<file path="config.mk">
export PLATFORM = sky130hd
export DESIGN_NAME = spi_host_bridge
export DESIGN_NICKNAME = d
export VERILOG_FILES = /design/src/rtl/spi_host_bridge_pkg.sv /design/src/rtl/pad_sync_edge.sv /design/src/rtl/spi_host_bridge.sv
export SDC_FILE = /design/constraint.sdc
export NUM_CORES = 1
export LEC_CHECK = 0
export BUFFER_PORTS_ARGS = -buffer_cell sky130_fd_sc_hd__buf_2
export CORE_ASPECT_RATIO = 0.7
export CORE_MARGIN = 3
export CORE_UTILIZATION = 60
export DETAILED_ROUTE_END_ITERATION = 10
export PLACE_DENSITY = 0.87
export SYNTH_ARGS = -nofsm -noshare
export SYNTH_HDL_FRONTEND = slang
export SYNTH_SLANG_ARGS = --single-unit
</file>
<file path="constraint.sdc">
create_clock -name clk -period 4.4 [get_ports clk]
set_input_delay 0.22 -clock clk [delete_from_list [all_inputs] [get_ports clk]]
set_output_delay 0.22 -clock clk [all_outputs]
set_load 0.01 [all_outputs]
</file>
<file path="src/rtl/spi_host_bridge_pkg.sv">
// Shared opcodes and FSM state encoding for the SPI host bridge.
package spi_host_bridge_pkg;

  localparam logic [7:0] OP_WRITE  = 8'h02;
  localparam logic [7:0] OP_READ   = 8'h03;
  localparam logic [7:0] OP_CLRERR = 8'hFF;

  localparam int unsigned DUMMY_BITS = 8;

  typedef enum logic [2:0] {
    ST_IDLE,
    ST_OPC,
    ST_ADDR,
    ST_WDATA,
    ST_WBUS,
    ST_RDUMMY,
    ST_RDATA,
    ST_DRAIN
  } state_t;

endpackage

</file>
<file path="src/rtl/pad_sync_edge.sv">
// N-stage synchroniser for an asynchronous pad input, with registered
// rise/fall strobes (N+1 clk from pad edge to strobe).
module pad_sync_edge #(
  parameter int unsigned N       = 2,
  parameter logic        RST_VAL = 1'b0
) (
  input  logic i_clk,
  input  logic i_rst,
  input  logic i_pad,
  output logic o_level,
  output logic o_rise,
  output logic o_fall
);

  logic [N-1:0] r_sync;
  logic         r_prev;
  logic         r_rise;
  logic         r_fall;

  always_ff @(posedge i_clk) begin
    if (i_rst) begin
      r_sync <= {N{RST_VAL}};
      r_prev <= RST_VAL;
      r_rise <= 1'b0;
      r_fall <= 1'b0;
    end else begin
      r_sync <= {r_sync[N-2:0], i_pad};
      r_prev <= r_sync[N-1];
      r_rise <= r_sync[N-1] & ~r_prev;
      r_fall <= ~r_sync[N-1] & r_prev;
    end
  end

  assign o_level = r_sync[N-1];
  assign o_rise  = r_rise;
  assign o_fall  = r_fall;

endmodule

</file>
<file path="src/rtl/spi_host_bridge.sv">
// SPI mode-0 slave that turns command frames into single-word bus transactions.
// Optional feature: define SPI_BRIDGE_AUTOINC_EN for address auto-increment bursts.
module spi_host_bridge
  import spi_host_bridge_pkg::*;
#(
  parameter int unsigned AW          = 16,
  parameter int unsigned DW          = 32,
  parameter int unsigned SYNC_STAGES = 2
) (
  input  logic          clk,
  input  logic          rst,
  input  logic          pad_sclk,
  input  logic          pad_csn,
  input  logic          pad_mosi,
  output logic          pad_miso,
  output logic          pad_miso_oe,
  output logic          bus_req,
  output logic          bus_we,
  output logic [AW-1:0] bus_addr,
  output logic [DW-1:0] bus_wdata,
  input  logic          bus_ack,
  input  logic [DW-1:0] bus_rdata,
  output logic          err
);

  localparam int unsigned SW = (AW > DW) ? ((AW > 8) ? AW : 8) : ((DW > 8) ? DW : 8);
  localparam int unsigned CW = $clog2(SW + 16);

  logic w_sclk_rise, w_sclk_fall, w_unused_sclk_lvl;
  logic w_csn_lvl, w_csn_rise, w_csn_fall;
  logic [SYNC_STAGES-1:0] r_mosi_sync;
  logic w_mosi;

  pad_sync_edge #(.N(SYNC_STAGES), .RST_VAL(1'b0)) u_sync_sclk (
    .i_clk(clk), .i_rst(rst), .i_pad(pad_sclk),
    .o_level(w_unused_sclk_lvl), .o_rise(w_sclk_rise), .o_fall(w_sclk_fall)
  );

  pad_sync_edge #(.N(SYNC_STAGES), .RST_VAL(1'b1)) u_sync_csn (
    .i_clk(clk), .i_rst(rst), .i_pad(pad_csn),
    .o_level(w_csn_lvl), .o_rise(w_csn_rise), .o_fall(w_csn_fall)
  );

  always_ff @(posedge clk) begin
    if (rst) r_mosi_sync <= '0;
    else     r_mosi_sync <= {r_mosi_sync[SYNC_STAGES-2:0], pad_mosi};
  end
  assign w_mosi = r_mosi_sync[SYNC_STAGES-1];

  state_t          r_state, w_state_nxt;
  logic [CW-1:0]   r_cnt;
  logic [SW-2:0]   r_shift;
  logic [SW-1:0]   w_shift_word;
  logic [7:0]      r_opc;
  logic [AW-1:0]   r_addr;
  logic [DW-1:0]   r_wdata;
  logic [DW-1:0]   r_rd;
  logic [DW-2:0]   r_oshift;
  logic            r_req, r_we, r_have, r_err, r_miso, r_abort;

  logic w_shift, w_cnt_inc, w_cnt_clr, w_ld_opc, w_ld_addr, w_issue_wr, w_issue_rd;
  logic w_addr_inc, w_ld_rd, w_shift_out, w_clr_err, w_set_err, w_abort, w_ack;
  logic w_rd_have;
  logic [DW-1:0] w_rd_word;

  assign w_shift_word = {r_shift, w_mosi};
  assign w_ack        = bus_ack & r_req;
  assign w_rd_have    = r_have | (w_ack & ~r_we);
  assign w_rd_word    = r_have ? r_rd : ((w_ack & ~r_we) ? bus_rdata : '0);

  always_ff @(posedge clk) begin
    if (rst) r_state <= ST_IDLE;
    else     r_state <= w_state_nxt;
  end

  always_comb begin
    w_state_nxt = r_state;
    w_shift     = 1'b0;
    w_cnt_inc   = 1'b0;
    w_cnt_clr   = 1'b0;
    w_ld_opc    = 1'b0;
    w_ld_addr   = 1'b0;
    w_issue_wr  = 1'b0;
    w_issue_rd  = 1'b0;
    w_addr_inc  = 1'b0;
    w_ld_rd     = 1'b0;
    w_shift_out = 1'b0;
    w_clr_err   = 1'b0;
    w_set_err   = 1'b0;
    w_abort     = 1'b0;
    unique case (r_state)
      ST_IDLE: if (w_csn_fall) begin
        w_state_nxt = ST_OPC;
        w_cnt_clr   = 1'b1;
      end
      ST_OPC: if (w_sclk_rise) begin
        w_shift   = 1'b1;
        w_cnt_inc = 1'b1;
        if (r_cnt == CW'(7)) begin
          w_cnt_clr = 1'b1;
          w_ld_opc  = 1'b1;
          case (w_shift_word[7:0])
            OP_WRITE, OP_READ: w_state_nxt = ST_ADDR;
            OP_CLRERR: begin
              w_clr_err   = 1'b1;
              w_state_nxt = ST_DRAIN;
            end
            default: begin
              w_set_err   = 1'b1;
              w_state_nxt = ST_DRAIN;
            end
          endcase
        end
      end
      ST_ADDR: if (w_sclk_rise) begin
        w_shift   = 1'b1;
        w_cnt_inc = 1'b1;
        if (r_cnt == CW'(AW - 1)) begin
          w_cnt_clr = 1'b1;
          w_ld_addr = 1'b1;
          if (r_opc == OP_READ) begin
            w_issue_rd  = 1'b1;
            w_state_nxt = ST_RDUMMY;
          end else begin
            w_state_nxt = ST_WDATA;
          end
        end
      end
      ST_WDATA: if (w_sclk_rise) begin
        w_shift   = 1'b1;
        w_cnt_inc = 1'b1;
        if (r_cnt == CW'(DW - 1)) begin
          w_cnt_clr   = 1'b1;
          w_issue_wr  = 1'b1;
          w_state_nxt = ST_WBUS;
        end
      end
      ST_WBUS: begin
        // keep collecting the next burst word while the bus is still busy
        if (w_sclk_rise) begin
          w_shift   = 1'b1;
          w_cnt_inc = 1'b1;
        end
        if (w_ack) begin
`ifdef SPI_BRIDGE_AUTOINC_EN
          w_addr_inc  = 1'b1;
          w_state_nxt = ST_WDATA;
`else
          w_state_nxt = ST_DRAIN;
`endif
        end
      end
      ST_RDUMMY: begin
        if (w_sclk_rise) w_cnt_inc = 1'b1;
        if (w_sclk_fall && r_cnt == CW'(DUMMY_BITS)) begin
          w_cnt_clr   = 1'b1;
          w_ld_rd     = 1'b1;
          w_state_nxt = ST_RDATA;
        end
      end
      ST_RDATA: begin
        if (w_sclk_fall) w_shift_out = 1'b1;
        if (w_sclk_rise) begin
          w_cnt_inc = 1'b1;
          if (r_cnt == CW'(DW - 1)) begin
            w_cnt_clr   = 1'b1;
            w_state_nxt = ST_DRAIN;
`ifdef SPI_BRIDGE_AUTOINC_EN
            if (!r_req) begin
              w_addr_inc  = 1'b1;
              w_issue_rd  = 1'b1;
              w_state_nxt = ST_RDUMMY;
            end
`endif
          end
        end
      end
      ST_DRAIN: if (!r_req) begin
        if (w_csn_lvl) begin
          w_state_nxt = ST_IDLE;
        end else if (r_abort) begin
          w_state_nxt = ST_OPC;
          w_cnt_clr   = 1'b1;
        end
      end
      default: w_state_nxt = ST_IDLE;
    endcase
    // CSn rise anywhere mid-frame overrides the per-state decision above
    if (w_csn_rise && r_state != ST_IDLE && r_state != ST_DRAIN) begin
      w_abort     = 1'b1;
      w_issue_wr  = 1'b0;
      w_issue_rd  = 1'b0;
      w_addr_inc  = 1'b0;
      w_ld_rd     = 1'b0;
      w_state_nxt = (r_req && !w_ack) ? ST_DRAIN : ST_IDLE;
    end
  end

  always_ff @(posedge clk) begin
    if (rst) begin
      r_cnt    <= '0;
      r_shift  <= '0;
      r_opc    <= '0;
      r_addr   <= '0;
      r_wdata  <= '0;
      r_rd     <= '0;
      r_oshift <= '0;
      r_req    <= 1'b0;
      r_we     <= 1'b0;
      r_have   <= 1'b0;
      r_err    <= 1'b0;
      r_miso   <= 1'b0;
      r_abort  <= 1'b0;
    end else begin
      if (w_cnt_clr)      r_cnt <= '0;
      else if (w_cnt_inc) r_cnt <= r_cnt + CW'(1);
      if (w_shift)  r_shift <= w_shift_word[SW-2:0];
      if (w_ld_opc) r_opc   <= w_shift_word[7:0];
      if (w_ld_addr)       r_addr <= w_shift_word[AW-1:0];
      else if (w_addr_inc) r_addr <= r_addr + AW'(1);
      if (w_ack) begin
        r_req <= 1'b0;
        if (!r_we) begin
          r_rd   <= bus_rdata;
          r_have <= 1'b1;
        end
      end
      if (w_issue_wr) begin
        r_req   <= 1'b1;
        r_we    <= 1'b1;
        r_wdata <= w_shift_word[DW-1:0];
      end
      if (w_issue_rd) begin
        r_req  <= 1'b1;
        r_we   <= 1'b0;
        r_have <= 1'b0;
      end
      if (w_set_err || (w_ld_rd && !w_rd_have)) r_err <= 1'b1;
      else if (w_clr_err)                      r_err <= 1'b0;
      if (w_ld_rd) begin
        r_miso   <= w_rd_word[DW-1];
        r_oshift <= w_rd_word[DW-2:0];
      end else if (w_shift_out) begin
        r_miso   <= r_oshift[DW-2];
        r_oshift <= {r_oshift[DW-3:0], 1'b0};
      end
      if (w_state_nxt != ST_RDATA) r_miso <= 1'b0;
      r_abort <= (w_state_nxt == ST_DRAIN) & (r_abort | w_abort);
    end
  end

  assign pad_miso_oe = ((r_state == ST_RDUMMY) || (r_state == ST_RDATA)) & ~w_csn_lvl;
  assign pad_miso    = pad_miso_oe & r_miso;
  assign bus_req     = r_req;
  assign bus_we      = r_we;
  assign bus_addr    = r_addr;
  assign bus_wdata   = r_wdata;
  assign err         = r_err;

endmodule

</file>
==> metrics.md <==
| Metric | Value |
|---|---|
| Status | finished, final reports clean |
| CTS tree | yes |
| Avg Cell Area, Syn | 8.25 um2 |
| Drt pass-1 iters | 6 |
| Initial DRC Count | 713 |
| Fraction of registers with async set/reset | 0% |
| CTS Buf Count | 17 |
| Antenna Cells | 0 |
| Syn nets | 909 |
| Crit end category | flop |
| Static Leak | 3.27 nW |
| H-Tree Depth | 4 |
| Power, Total | 0.00317 W |
| Die width | 137 um |
| PostCTS Resize Cnt | 0 |
| Gr usage total | 23.0% |
| Root Buffer | clkbuf_16 |
| Worst endpoint required time | 4.75 ns |
| Hold Vio Cnt, Final | 0 |
| Final period util | 58.2% |
| Gp weighted congestion | 0.915 |
| RSZ-0062 raised after global routing | no |
| YS warnings | 0 |
| Synth cell types | 52 |
| Setup total negative slack | 0 ns |
| GRT Residual Overflow | 0 |
| Layout cells sized above 1 | 14.9% |
| Io pins | 91 |
| Core Region | 11300 um2 |
| DP HPWL | 9600 um |
| Startpoint Class | flop |
| Worst-Skew Late Latency | 0.42 ns |
| Routed via count | 6021 |
| Critical Path AT | 2.91 ns |
| CP max FO | 12 |
| Sequential area share after synthesis | 49.4% |
| EDFF count, synth | 0 |
| Max Cap Viol | 0 |
| Power Density | 388 nW/um2 |
| Primary FF master, synth | dfxtp_1 |
| Gate Count Post-Synth | 869 |
| Seq cells post-synth | 177 |
| Port-buffer cells | 90 |
| Drt total wl | 15400 um |
| Achievable Freq | 391 MHz |
| Final Max Tran Viols | 0 |
| Die height | 97.5 um |
| Initial Util | 63.3% |
| Multi-input gate area | 3290 um2 |
| Post-route ant nets | 0 |
| CTS max path bufs | 2 |
| FP Rows | 32 |
| Via-to-Cell Ratio | 5.58 |
| Number of global-route vias before repair | 5296 |
| Fill count | 867 |
| Nets@finish | 954 |
| Post-CTS Setup Inserts | 0 |
| Setup violators final | 0 |
| Largest net degree at the start of global routing | 99 |
| Measured slew at the worst slew-check pin | 1.24 ns |
| Crit Path Category | flop to flop |
| Peak VDD IR | 0.000313 V |
| Mapped Area | 7170 um2 |
| Antenna violations before repair | 0 |
| Minimum clock period | 2.56 ns |
| Routed len/inst | 14.3 um |
| Reg clk slew, reported paths | 0.06 ns |
| Number of remaining DRC errors | 0 |
| Worst Skew | 0.0105 ns |
| Post-layout util | 72.2% |
| Area growth syn-to-layout | 14.0% |
| Tightest Hold Check Type | primary input to flop |
| First-pass GRT wire length | 25400 um |
| FF+latch area | 3540 um2 |
| Max_slew headroom | 17.3% |
| Die ar. | 13300 um2 |
| # clock sinks | 177 |
## metrics by stage
stage | hold WS, ns | std cells | area [um2] | worst slack (ns)
after floorplan | 0.324 | 869 | 7170 | 2.43
after global placement | 0.390 | 1047 | 7560 | 1.99
after detailed placement | 0.394 | 1047 | 7560 | 1.88
after CTS | 0.0153 | 1080 | 8180 | 1.85
after global routing | 0.0318 | 1080 | 8180 | 1.61
final | 0.0198 | 1080 | 8180 | 1.84
## cell usage in the layout (no fill, tap or decap), drive strengths merged, types with 3 or more instances in the layout
cell type	n
o21a	4
or2	3
nand4	10
nor4	4
and2	3
mux2i	39
clkinv	5
or3	3
o21ai	8
nor2	55
inv	11
buf	97
xnor2	3
a21oi	119
clkinvlp	3
nand3	9
clkbuf	19
nor2b	10
and3	7
nand3b	3
nand2b	4
nand2	233
xor2	3
nor3b	3
dfxtp	177
a211oi	58
## worst max-delay path: stages, from the launching register on
cell and delay, ns:
dfxtp_1 0.34, ha_1 0.25, and4b_1 0.29, nand3_1 0.49, o21ai_0 0.25, or4_1 0.71, nor2_1 0.16
## sequential cells by signal, indices dropped and copies added (netlist names), 2 cells and up
signal / count
bus_wdata: 32
r_rd: 32
r_oshift: 31
r_shift: 31
bus_addr: 16
r_opc: 8
r_cnt: 6
r_state: 3
r_mosi_sync: 2
u_sync_csn.r_sync: 2
u_sync_sclk.r_sync: 2
## cells in the mapped netlist, types with 2 or more instances
master	count	area share, %
or3_1	2	0.17
xor2_1	3	0.37
nand2_1	232	12
o211ai_1	2	0.21
mux2i_1	39	5.4
or2_2	3	0.26
buf_6	2	0.31
inv_1	8	0.42
nor3b_1	3	0.31
ha_1	2	0.35
nand3_1	9	0.63
nand3b_1	3	0.31
nand4b_1	2	0.24
nor4_1	3	0.26
nor3_1	2	0.14
clkbuf_1	49	2.6
buf_1	4	0.21
o21ai_0	8	0.56
nor4b_1	2	0.24
nor4bb_1	2	0.28
nand4_1	9	0.79
o311ai_1	2	0.24
o31ai_1	2	0.21
and3_1	7	0.61
a211oi_1	58	6.1
nor2_1	55	2.9
o21a_1	4	0.42
and2_1	3	0.26
and4_1	2	0.24
xnor2_1	3	0.37
nor2b_1	10	0.87
a21oi_1	119	8.3
dfxtp_1	177	49
nand2b_1	4	0.35
buf_2	17	1.2
## logic make-up after synthesis
family	after synthesis	synth area share [%]
AO/OA/AOI/OAI	203	17.0
XOR/XNOR	6	0.733
adder cells (fa/ha/maj)	2	0.349
buffers and inverters	80	4.69
flip-flops	177	49.4
multiplexers	39	5.44
AND/OR/NAND/NOR	362	22.4
## metal layers
layer | vias up | wire length (um) | GRT usage, %
li1 | 3071 | - | -
met4 | 0 | 119 | 5.89
met5 | - | 0 | 0
met1 | 2773 | 7450 | 34.4
met3 | 12 | 929 | 4.76
met2 | 165 | 6920 | 33.7
## power by group
part | internal, W | total [W] | switching, W
Combinational | 0.0000178 | 0.0000490 | 0.0000312
Sequential | 0.00161 | 0.00161 | 0.00000277
Clock | 0.000877 | 0.00151 | 0.000636
## path summary, 6_finish.rpt
check | from | to | slack, ns | depth (start not counted)
worst max-delay path | r_cnt[0] | r_cnt[5] | 1.84 | 6
worst min register to register | u_sync_csn.r_sync[0] | u_sync_csn.r_sync[1] | 0.41 | 1
worst min-delay path | pad_sclk | u_sync_sclk.r_sync[0] | 0.02 | 2
worst max register to register | r_cnt[0] | r_cnt[5] | 1.84 | 6
## what timing repair did
item | in CTS | in global routing
hold endpoints to repair | 1 | 0
hold buffers | 1 | 0
endpoints found under the setup margin | 0 | 0
## cell type report
| class | count | area share [%] |
|---|---|---|
| Tap cell | 153 | 2.34 |
| Timing Repair Buffer | 98 | 6.31 |
| Sequential cell | 177 | 43.4 |
| Inverter | 8 | 0.367 |
| Clock buffer | 19 | 5.54 |
| Clock inverter | 13 | 1.85 |
| Multi-Input combinational cell | 612 | 40.2 |
(Power assumes the default switching activity.)
